File: src/rtl/jstk_pkg.sv
// ---------------------------------------------------------------------------
// jstk_pkg
// Shared constants for the PmodJSTK joystick SPI reader and its responder.
//   - Frame geometry: 40 bits, 5 bytes, MSB of byte0 first on the wire.
//   - Byte-index constants, so the reader's field decode and the responder's
//     frame packing agree on the layout.
//   - Responder FSM state encoding.
//   - Default LED command prefix (command byte bits [7:2]).
// ---------------------------------------------------------------------------
package jstk_pkg;

    localparam int FRAME_BITS  = 40;
    localparam int FRAME_BYTES = 5;

    // Byte positions within the frame; byte0 goes out first.
    localparam int BYTE_X_LO = 0;
    localparam int BYTE_X_HI = 1;
    localparam int BYTE_Y_LO = 2;
    localparam int BYTE_Y_HI = 3;
    localparam int BYTE_BTN  = 4;

    localparam logic [5:0] CMD_PREFIX_DEFAULT = 6'b100000;

    typedef enum logic [1:0] {
        IDLE  = 2'd0,
        SHIFT = 2'd1,
        DONE  = 2'd2
    } jstk_state_t;

endpackage

File: src/rtl/spi_sync_edge.sv
// ---------------------------------------------------------------------------
// spi_sync_edge
// Multi-flop synchronizer for one asynchronous SPI line, with single-cycle
// rise/fall pulses derived from the synchronized level.
// Ports:
//   clk      - system clock
//   clr      - synchronous active-low reset (chain loads IDLE_LEVEL)
//   i_async  - raw asynchronous input
//   o_level  - synchronized level (STAGES cycles of latency)
//   o_rise   - one-cycle pulse on a synchronized 0->1 transition
//   o_fall   - one-cycle pulse on a synchronized 1->0 transition
// Parameters:
//   STAGES     - synchronizer depth (>= 2)
//   IDLE_LEVEL - value loaded on reset, so no edge is seen leaving reset
//                while the line sits at its idle level
// ---------------------------------------------------------------------------
module spi_sync_edge #(
    parameter int   STAGES     = 2,
    parameter logic IDLE_LEVEL = 1'b0
) (
    input  logic clk,
    input  logic clr,
    input  logic i_async,
    output logic o_level,
    output logic o_rise,
    output logic o_fall
);

    logic [STAGES-1:0] r_sync;
    logic              r_prev;

    always_ff @(posedge clk) begin
        if (!clr) begin
            r_sync <= {STAGES{IDLE_LEVEL}};
            r_prev <= IDLE_LEVEL;
        end else begin
            r_sync <= {r_sync[STAGES-2:0], i_async};
            r_prev <= r_sync[STAGES-1];
        end
    end

    assign o_level = r_sync[STAGES-1];
    assign o_rise  =  r_sync[STAGES-1] & ~r_prev;
    assign o_fall  = ~r_sync[STAGES-1] &  r_prev;

endmodule

File: src/rtl/jstk_spi_responder.sv
// ---------------------------------------------------------------------------
// jstk_spi_responder
// SPI slave (mode 0) emulating the PmodJSTK joystick. Serves a 40-bit
// position/button frame on MISO and captures the LED command byte on MOSI.
// Ports:
//   clk, clr       - system clock, synchronous active-low reset
//   sclk, ss, mosi - raw SPI lines from the master (asynchronous)
//   miso, miso_oe  - serial data to master and its drive enable
//   joy_x, joy_y   - 10-bit positions; joy_btn = {left, right, stick}
//   led_cmd        - last accepted LED command {LED1, LED0}
//   frame_done     - pulse after a complete 40-bit frame and SS release
//   frame_err      - pulse when SS releases before 40 bits
// Optional build macro JSTK_RESP_FRAMECNT_EN: byte4[7:3] carries a 5-bit
// wrapping count of completed frames (value before this frame's increment).
// Without it byte4[7:3] is zero and no counter exists.
// ---------------------------------------------------------------------------
module jstk_spi_responder
    import jstk_pkg::*;
#(
    parameter int         SYNC_STAGES = 2,
    parameter logic [5:0] CMD_PREFIX  = CMD_PREFIX_DEFAULT
) (
    input  logic       clk,
    input  logic       clr,
    input  logic       sclk,
    input  logic       ss,
    input  logic       mosi,
    output logic       miso,
    output logic       miso_oe,
    input  logic [9:0] joy_x,
    input  logic [9:0] joy_y,
    input  logic [2:0] joy_btn,
    output logic [1:0] led_cmd,
    output logic       frame_done,
    output logic       frame_err
);

    localparam logic [5:0] CNT_FULL = 6'(FRAME_BITS);
    localparam logic [5:0] CNT_CMD  = 6'd8;

    logic w_sclk_q, w_sclk_rise, w_sclk_fall;
    logic w_ss_q,   w_ss_rise,   w_ss_fall;
    logic w_mosi_q, w_mosi_rise, w_mosi_fall;
    logic w_unused;

    spi_sync_edge #(.STAGES(SYNC_STAGES), .IDLE_LEVEL(1'b0)) u_sync_sclk (
        .clk(clk), .clr(clr), .i_async(sclk),
        .o_level(w_sclk_q), .o_rise(w_sclk_rise), .o_fall(w_sclk_fall)
    );

    spi_sync_edge #(.STAGES(SYNC_STAGES), .IDLE_LEVEL(1'b1)) u_sync_ss (
        .clk(clk), .clr(clr), .i_async(ss),
        .o_level(w_ss_q), .o_rise(w_ss_rise), .o_fall(w_ss_fall)
    );

    spi_sync_edge #(.STAGES(SYNC_STAGES), .IDLE_LEVEL(1'b0)) u_sync_mosi (
        .clk(clk), .clr(clr), .i_async(mosi),
        .o_level(w_mosi_q), .o_rise(w_mosi_rise), .o_fall(w_mosi_fall)
    );

    // Only edges of sclk/ss and the level of mosi drive the protocol.
    assign w_unused = ^{w_sclk_q, w_ss_q, w_mosi_rise, w_mosi_fall};

    jstk_state_t r_state;
    logic [39:0] r_shift;
    logic [5:0]  r_cnt;
    logic [7:0]  r_cmd;
    logic        r_miso;
    logic        r_miso_oe;
    logic [1:0]  r_led_cmd;
    logic        r_frame_done;
    logic        r_frame_err;
    logic [7:0]  w_byte4;
    logic [39:0] w_frame;

`ifdef JSTK_RESP_FRAMECNT_EN
    logic [4:0]  r_frame_cnt;
    assign w_byte4 = {r_frame_cnt, joy_btn};
`else
    assign w_byte4 = {5'b0, joy_btn};
`endif

    assign w_frame = {joy_x[7:0], 6'b0, joy_x[9:8],
                      joy_y[7:0], 6'b0, joy_y[9:8],
                      w_byte4};

    always_ff @(posedge clk) begin
        if (!clr) begin
            r_state      <= IDLE;
            r_shift      <= '0;
            r_cnt        <= '0;
            r_cmd        <= '0;
            r_miso       <= 1'b0;
            r_miso_oe    <= 1'b0;
            r_led_cmd    <= 2'b00;
            r_frame_done <= 1'b0;
            r_frame_err  <= 1'b0;
`ifdef JSTK_RESP_FRAMECNT_EN
            r_frame_cnt  <= '0;
`endif
        end else begin
            r_frame_done <= 1'b0;
            r_frame_err  <= 1'b0;
            case (r_state)
                IDLE: begin
                    if (w_ss_fall) begin
                        // Snapshot keeps the frame coherent if inputs move mid-frame.
                        r_shift   <= w_frame;
                        r_miso    <= w_frame[39];
                        r_miso_oe <= 1'b1;
                        r_cnt     <= '0;
                        r_state   <= SHIFT;
                    end
                end
                SHIFT: begin
                    // SS release takes priority over any coincident SCLK edge.
                    if (w_ss_rise) begin
                        if (r_cnt == CNT_FULL) begin
                            r_state <= DONE;
                        end else begin
                            r_frame_err <= 1'b1;
                            r_miso_oe   <= 1'b0;
                            r_miso      <= 1'b0;
                            r_state     <= IDLE;
                        end
                    end else if (w_sclk_rise) begin
                        if (r_cnt < CNT_FULL) begin
                            if (r_cnt < CNT_CMD) begin
                                r_cmd <= {r_cmd[6:0], w_mosi_q};
                            end
                            r_cnt <= r_cnt + 6'd1;
                        end else begin
                            r_miso <= 1'b0;
                        end
                    end else if (w_sclk_fall) begin
                        if (r_cnt < CNT_FULL) begin
                            r_shift <= {r_shift[38:0], 1'b0};
                            r_miso  <= r_shift[38];
                        end else begin
                            r_miso <= 1'b0;
                        end
                    end
                end
                DONE: begin
                    r_frame_done <= 1'b1;
                    if (r_cmd[7:2] == CMD_PREFIX) begin
                        r_led_cmd <= r_cmd[1:0];
                    end
`ifdef JSTK_RESP_FRAMECNT_EN
                    r_frame_cnt <= r_frame_cnt + 5'd1;
`endif
                    r_miso_oe <= 1'b0;
                    r_miso    <= 1'b0;
                    r_state   <= IDLE;
                end
                default: begin
                    r_state <= IDLE;
                end
            endcase
        end
    end

    assign miso       = r_miso;
    assign miso_oe    = r_miso_oe;
    assign led_cmd    = r_led_cmd;
    assign frame_done = r_frame_done;
    assign frame_err  = r_frame_err;

endmodule

File: config.mk
export PLATFORM = sky130hd
export DESIGN_NAME = jstk_spi_responder
export DESIGN_NICKNAME = d
export VERILOG_FILES = /design/src/rtl/jstk_pkg.sv /design/src/rtl/spi_sync_edge.sv /design/src/rtl/jstk_spi_responder.sv
export SDC_FILE = /design/constraint.sdc
export NUM_CORES = 1
export LEC_CHECK = 0
export BUFFER_PORTS_ARGS = -buffer_cell sky130_fd_sc_hd__buf_2
export CAP_MARGIN = 20
export CORE_MARGIN = 2
export CORE_UTILIZATION = 52
export DETAILED_ROUTE_END_ITERATION = 10
export PLACE_DENSITY = 0.72
export RECOVER_POWER = 50
export SLEW_MARGIN = 20
export SYNTH_ARGS = -nofsm -noshare
export SYNTH_HDL_FRONTEND = slang
export SYNTH_SLANG_ARGS = --single-unit
File: constraint.sdc
create_clock -name clk -period 1.85 [get_ports clk]
set_clock_uncertainty 0.05 [all_clocks]
set_input_delay 0.2775 -clock clk [delete_from_list [all_inputs] [get_ports clk]]
set_output_delay 0.2775 -clock clk [all_outputs]
set_load 0.02 [all_outputs]
==> results of run 1 <==
[per-layer routing]
| metal | global-route usage (%) | routed length [um] |
|---|---|---|
| met5 | 0 | 0 |
| met4 | 10.9 | 111 |
| met3 | 4.86 | 247 |
| met2 | 31.6 | 2920 |
| met1 | 27.5 | 2800 |
[placed cells by master (no fill, tap or decap), types with 5 or more instances in the layout]
cell,synthesis,routed
nor2_1,15,14
a21oi_1,5,5
and2_1,8,7
buf_2,8,32
nand2b_1,8,8
buf_4,3,16
o221a_2,18,18
clkbuf_8,0,9
ha_1,6,5
dfxtp_1,69,67
mux2i_1,34,34
o22ai_1,18,18
nand2_1,41,41
[cells by family after synthesis]
logic type | after synthesis | share of synthesized area, %
and+or+nand+nor | 103 | 17.9
adders and majority gates | 6 | 2.52
buffers and inverters | 26 | 4.29
AOI/OAI and AO/OA | 61 | 17.0
muxes | 35 | 11.8
DFF | 69 | 46.4
[cells in the mapped netlist, types with 3 or more instances]
library cell | number | share of area (%)
and2_1 | 8 | 1.7
nand2_1 | 41 | 5.2
nand2b_1 | 8 | 1.7
dfxtp_1 | 69 | 46
nor2b_1 | 4 | 0.84
o211ai_1 | 3 | 0.76
nand3_1 | 3 | 0.50
buf_2 | 8 | 1.3
inv_1 | 4 | 0.50
o221a_2 | 18 | 6.8
mux2i_1 | 34 | 11
buf_4 | 3 | 0.76
nor2_1 | 15 | 1.9
o22ai_1 | 18 | 3.8
nand4_1 | 4 | 0.84
or2_2 | 3 | 0.63
o21ai_0 | 3 | 0.50
ha_1 | 6 | 2.5
a21oi_1 | 5 | 0.84
clkbuf_1 | 8 | 1.0
[how the worst max path moves through the flow]
stage	slack (ns)	from	end	depth (start not counted)
3_3_place_gp	-0.0005	r_state[1]	r_cnt[3]	6
6_report	0.06	r_state[0]	r_cnt[4]	6
3_5_place_dp	-0.02	r_state[1]	r_cnt[2]	7
5_1_grt	-0.02	r_state[1]	r_cnt[3]	7
4_1_cts	0.02	r_state[1]	r_cnt[4]	6
2_1_floorplan	0.04	r_state[1]	r_shift[16]	7
[power breakdown]
group | internal (mW) | switching (mW) | leakage, nW
sequential | 1.60 | 0.0635 | 0.562
clock | 0.890 | 0.571 | 0.119
combinational | 0.403 | 0.422 | 0.806
total | 2.90 | 1.06 | 1.49
[per-stage QoR]
stage | std cells | utilization (%)
6_report | 419 | 65.2
5_1_grt | 419 | 65.2
4_1_cts | 416 | 64.5
3_5_place_dp | 401 | 60.1
3_3_place_gp | 401 | 60.1
2_1_floorplan | 300 | -
[critical path, delay by kind of cell (launching register included)]
kind	cells	cell delay, ns
AO/OA/AOI/OAI	1	0.14
adder cells (fa/ha/maj)	1	0.23
buffers and inverters	2	0.22
flip-flops	1	0.35
AND/OR/NAND/NOR	2	0.73
[flip-flops by register name, summed over array words and instances, names as in the netlist]
name	flops
miso	1
r_cmd	8
led_cmd	2
u_sync_sclk.r_prev	1
u_sync_ss.r_sync	2
r_shift	39
frame_err	1
frame_done	1
miso_oe	1
r_cnt	6
r_state	2
u_sync_mosi.r_sync	2
u_sync_ss.r_prev	1
u_sync_sclk.r_sync	2
[area by class of cell]
type,count,area [um^2]
inverters,4,15.0
flip-flops and latches,69,1380
clock buffers,9,124
repair buffers,53,364
fillers,444,1920
multi-input cells,206,1500
clock inverters,6,113
well taps,72,90.1
[what timing repair did]
item	4_1_cts	5_1_grt
buffers inserted	0	2
pin swaps	0	0
resized for setup	3	3
setup endpoints to repair	6	31
cloned	0	1
==> results.sh, run 1 <==
export IMPL_finalWorstSetupSlack_ns=0.0597
export IMPL_cp_required_ns=2.07
export IMPL_place_congestion=0.808
export IMPL_rsz0062_at_grt="true"
export IMPL_slew_limit_headroom_pct=75.5
export IMPL_worstSetupPathType="reg2reg"
export IMPL_io_buffers=33
export IMPL_stdcell_area_um2=3590
export IMPL_clockRootBuffer="clkbuf_8"
export IMPL_ys_async_sr_fraction_pct=0
export IMPL_power_density_nw_per_um2=1100
export IMPL_antenna_cells=0
export IMPL_hold_path_endpoint="u_sync_ss.r_sync[0]"
export IMPL_fin_crit_sh_pct=96.8
export IMPL_drive_above_1_share_pct=29.4
export IMPL_crit_fanout=9
export IMPL_outcome="finished clean"
export IMPL_rr_endpoint="r_cnt[4]"
export IMPL_cts_tree="done"
export IMPL_rrSetupSlack_ns=0.06
export IMPL_hp_start="ss"
export IMPL_cts_hold_buf=0
export IMPL_track_usage_pct=20.8
export IMPL_preCtsSetupSlack_ns=-0.0181
export IMPL_cts_num_sinks=69
export IMPL_overflow=0
export IMPL_leakagePower_nw=1.49
export IMPL_end_kind="flop"
export IMPL_hold_path_cell_count=2
export IMPL_drtAntennaViolNets=0
export IMPL_whs_ns=0.0748
export IMPL_critPathSlowestCell="or4_1"
export IMPL_final_setup_tns_ns=0
export IMPL_cap_violations=0
export IMPL_antenna_found_initial=0
export IMPL_drt_wirelength_per_cell_um=14.5
export IMPL_synth_cells=300
export IMPL_yosys_warnings=0
export IMPL_area_growth_syn_to_layout_pct=20.6
export IMPL_die_x_um=79.7
export IMPL_clockBufferDepth=2
export IMPL_row_count=27
export IMPL_ios=34
export IMPL_cts_htree_levels=3
export IMPL_drtIter0Drc=119
export IMPL_synth_edf_count=0
export IMPL_core_um2=5510
export IMPL_path_cells="inv_1, ha_1, buf_4, and2_2, or4_1, a21boi_1"
export IMPL_grt_pass1_vias=2214
export IMPL_fin_total_pwr_mw=3.95
export IMPL_setup_viol=0
export IMPL_wl_mm=6.07
export IMPL_synth_ff_latch_count=69
export IMPL_grt_pass1_wl_mm=10.3
export IMPL_max_freq_ghz=0.559
export IMPL_nNetsFinal=377
export IMPL_ys_types=46
export IMPL_die_area_um2=6350
export IMPL_cp_start_kind="flop"
export IMPL_cts_buffers=9
export IMPL_hp_class="in2reg"
export IMPL_critPathMaxStageDelay_ns=0.51
export IMPL_grt_max_degree=55
export IMPL_hpwl_mm=3.95
export IMPL_hold_viol=0
export IMPL_avgSynthCellArea_um2=9.92
export IMPL_syn_nets=334
export IMPL_clkTransAtPathRegs_ns=0.07
export IMPL_peakVddDrop_mv=0.839
export IMPL_drcViolationCount=0
export IMPL_reg2reg_from="r_state[0]"
export IMPL_start_util_pct=54.1
export IMPL_dr_pass1_iters=4
export IMPL_viasPerCell=5.67
export IMPL_period_needed_ns=1.79
export IMPL_synth_seq_area_share_pct=46.4
export IMPL_synth_ff_type="dfxtp_1"
export IMPL_clk_latency_ns=0.34
export IMPL_slew_violations=0
export IMPL_crit_arrival_ns=2.01
export IMPL_rr_worst_depth=6
export IMPL_tightestPinTransition_ns=0.367
export IMPL_die_h_um=79.7
export IMPL_vias=2377
export IMPL_synth_area_um2=2980
export IMPL_post_dp_cell_area_um2=3310
Power figures use the tool's default switching activity.
==> run 2, diff against run 1 <==
ABC_AREA = 1   (was not set)
==> run 2 against run 1 <==
Largest cell class unchanged. Cell count increased by 35%. Highest routed layer unchanged. Area after synthesis is 8.2% higher. Non-clock buffer count fell by 5. Design area increased by 2.0%. Sequential cell count unchanged. Register-to-register slack better by 0.10 ns. Critical endpoint is now r_shift[30].
==> results.sh, run 2 <==
export IMPL_finalWorstSetupSlack_ns=0.160
export IMPL_antenna_found_initial=0
export IMPL_clk_latency_ns=0.34
export IMPL_seqCellArea_um2=1380
export IMPL_die_x_um=82.7
export IMPL_drcViolationCount=0
export IMPL_dr_pass1_iters=4
export IMPL_grt_pass1_wl_mm=11.2
export IMPL_grt_pass1_vias=2619
export IMPL_cts_tree="done"
export IMPL_core_um2=5960
export IMPL_synth_area_um2=3220
export IMPL_drtAntennaViolNets=0
export IMPL_area_growth_syn_to_layout_pct=13.6
export IMPL_cp_num_buf_inv=3
export IMPL_syn_nets=488
export IMPL_worstSetupPathType="reg2reg"
export IMPL_cap_violations=0
export IMPL_synth_area_leader_cell="dfxtp_1"
export IMPL_drtIter0Drc=126
export IMPL_power_density_nw_per_um2=1110
export IMPL_crit_fanout=9
export IMPL_track_usage_pct=21.3
export IMPL_multi_input_area_um2=1560
export IMPL_p_comb_share_pct=24.7
export IMPL_synth_cells=454
export IMPL_hpwl_mm=4.45
export IMPL_hold_path_cell_count=3
export IMPL_cts_hold_buf=0
export IMPL_hp_class="in2reg"
export IMPL_final_cell_mix="nand2_1, nor2_1, dfxtp_1, nand3_1, inv_1"
export IMPL_critPathSlowestCell="dfxtp_2"
export IMPL_crit_arrival_ns=1.92
export IMPL_cpMostUsedCell="nand2_1"
export IMPL_synth_ff_type="dfxtp_1"
export IMPL_vias=2843
export IMPL_mostFrequentLayoutCell="nand2_1"
export IMPL_peakVddDrop_mv=0.735
export IMPL_rr_worst_depth=10
export IMPL_synth_seq_area_share_pct=42.9
export IMPL_leakagePower_nw=1.67
export IMPL_tightestPinTransition_ns=0.805
export IMPL_setup_viol=0
export IMPL_preCtsSetupSlack_ns=0.131
export IMPL_nNetsFinal=521
export IMPL_fin_crit_sh_pct=91.4
export IMPL_pwr_share_clk_pct=31.4
export IMPL_end_kind="flop"
export IMPL_drive_above_1_share_pct=14.2
export IMPL_grt_max_degree=30
export IMPL_yosys_warnings=0
export IMPL_p_int_mw=2.80
export IMPL_cp_required_ns=2.08
export IMPL_power_switching_mw=1.26
export IMPL_rr_endpoint="r_shift[30]"
export IMPL_synth_ff_latch_count=69
export IMPL_hold_path_endpoint="u_sync_mosi.r_sync[0]"
export IMPL_wl_mm=6.55
export IMPL_start_util_pct=54.1
export IMPL_cp_start_kind="flop"
export IMPL_regMostFlops="r_shift"
export IMPL_outcome="finished clean"
export IMPL_path_cells="inv_1, ha_1, nand2_1, o21ai_2, inv_2, nand2_2, clkbuf_2, nand2_1, nand2_1, nor2_1"
export IMPL_slew_limit_headroom_pct=46.3
export IMPL_reg_top3="r_shift (39), r_cmd (8), r_cnt (6)"
export IMPL_ys_types=26
export IMPL_rsz0062_at_grt="false"
export IMPL_cts_num_sinks=69
export IMPL_hold_viol=0
export IMPL_critPathMaxStageDelay_ns=0.37
export IMPL_avgSynthCellArea_um2=7.09
export IMPL_whs_ns=0.0669
export IMPL_rrSetupSlack_ns=0.16
export IMPL_critical_path_top_delay_family="simple AND/OR/NAND/NOR gates"
export IMPL_cts_htree_levels=3
export IMPL_clkTransAtPathRegs_ns=0.07
export IMPL_die_area_um2=6840
export IMPL_cts_buffers=9
export IMPL_p_sw_share_pct=31.0
export IMPL_ios=34
export IMPL_period_needed_ns=1.69
export IMPL_io_buffers=33
export IMPL_synth_edf_count=0
export IMPL_hp_start="mosi"
export IMPL_reg2reg_from="r_state[0]"
export IMPL_antenna_cells=0
export IMPL_place_congestion=0.874
export IMPL_slew_violations=0
export IMPL_clockBufferDepth=2
export IMPL_max_freq_ghz=0.592
export IMPL_synth_commonest_cells="nand2_1, nor2_1, dfxtp_1"
export IMPL_drt_wirelength_per_cell_um=11.6
export IMPL_seq_power_share_pct=43.9
export IMPL_clockRootBuffer="clkbuf_8"
export IMPL_row_count=28
export IMPL_die_h_um=82.7
export IMPL_yosysMostFrequentCell="nand2_1"
export IMPL_synth_top_area_share_pct=42.9
export IMPL_largest_reg_flops=39
export IMPL_final_setup_tns_ns=0
export IMPL_n_fill_cell=538
export IMPL_ys_async_sr_fraction_pct=0
export IMPL_viasPerCell=5.01
export IMPL_overflow=0
export IMPL_synth_area_top_cells="dfxtp_1, nand2_1, nor2_1"
run 2: stage by stage:
stage	cell area, um^2	total power, mW	cells	utilization [%]
3_3_place_gp	3450	2.79	550	58.0
4_1_cts	3660	4.09	566	61.5
6_report	3660	4.06	567	61.4
5_1_grt	3660	4.31	567	61.4
3_5_place_dp	3450	2.81	550	58.0
2_1_floorplan	3220	2.59	454	-
run 2: logic make-up after synthesis:
logic type | count (synthesis) | share of synthesized area (%)
xor+xnor | 1 | 0.272
fa+ha+maj | 6 | 2.33
simple gates | 257 | 33.1
compound gates | 37 | 5.87
buf+inv | 63 | 8.97
mux | 21 | 6.53
flops | 69 | 42.9
run 2: what timing repair did:
| action | in CTS | in global routing |
|---|---|---|
| setup buffers | 0 | 1 |
| setup endpoints to repair | 0 | 45 |
| resized for setup | 0 | 4 |
run 2: layout make-up:
type	count	area share (%)
tap	75	2.56
clock buffer	13	4.62
multi-input combinational	322	42.6
clock inverter	3	1.16
timing repair buffer	48	7.35
sequential	69	37.8
inverter	37	3.86
run 2: power groups by stage:
stage	Sequential (mW)	Clock [mW]	Combinational, mW
5_1_grt	1.80	1.37	1.14
6_report	1.78	1.28	1.00
2_1_floorplan	1.80	0	0.796
3_3_place_gp	1.81	0	0.981
4_1_cts	1.78	1.30	1.01
3_5_place_dp	1.81	0	0.999
run 2: worst max-delay path by stage:
stage / from / end / slack [ns] / cells past startpoint
2_1_floorplan: r_state[1] / r_shift[21] / 0.19 / 11
3_3_place_gp: r_state[1] / r_cmd[0] / 0.17 / 7
3_5_place_dp: r_state[1] / r_shift[28] / 0.13 / 9
4_1_cts: r_state[1] / r_shift[28] / 0.11 / 9
5_1_grt: r_state[0] / r_shift[4] / 0.02 / 9
6_report: r_state[0] / r_shift[30] / 0.16 / 10
run 2: worst register-to-register path: cells and delay by family, from the launching register on:
kind,cells,cell delay [ns]
and+or+nand+nor,5,0.46
AOI/OAI and AO/OA,1,0.07
adders and majority gates,1,0.25
buffers and inverters,3,0.43
DFF,1,0.37
run 2: per-layer routing:
metal	global-route usage [%]	share of wire, %	wire length, um
met2	38.1	48	3150
met3	5.22	4.3	285
met4	8.52	2.1	139
met5	0	0	0
met1	24.3	45	2980
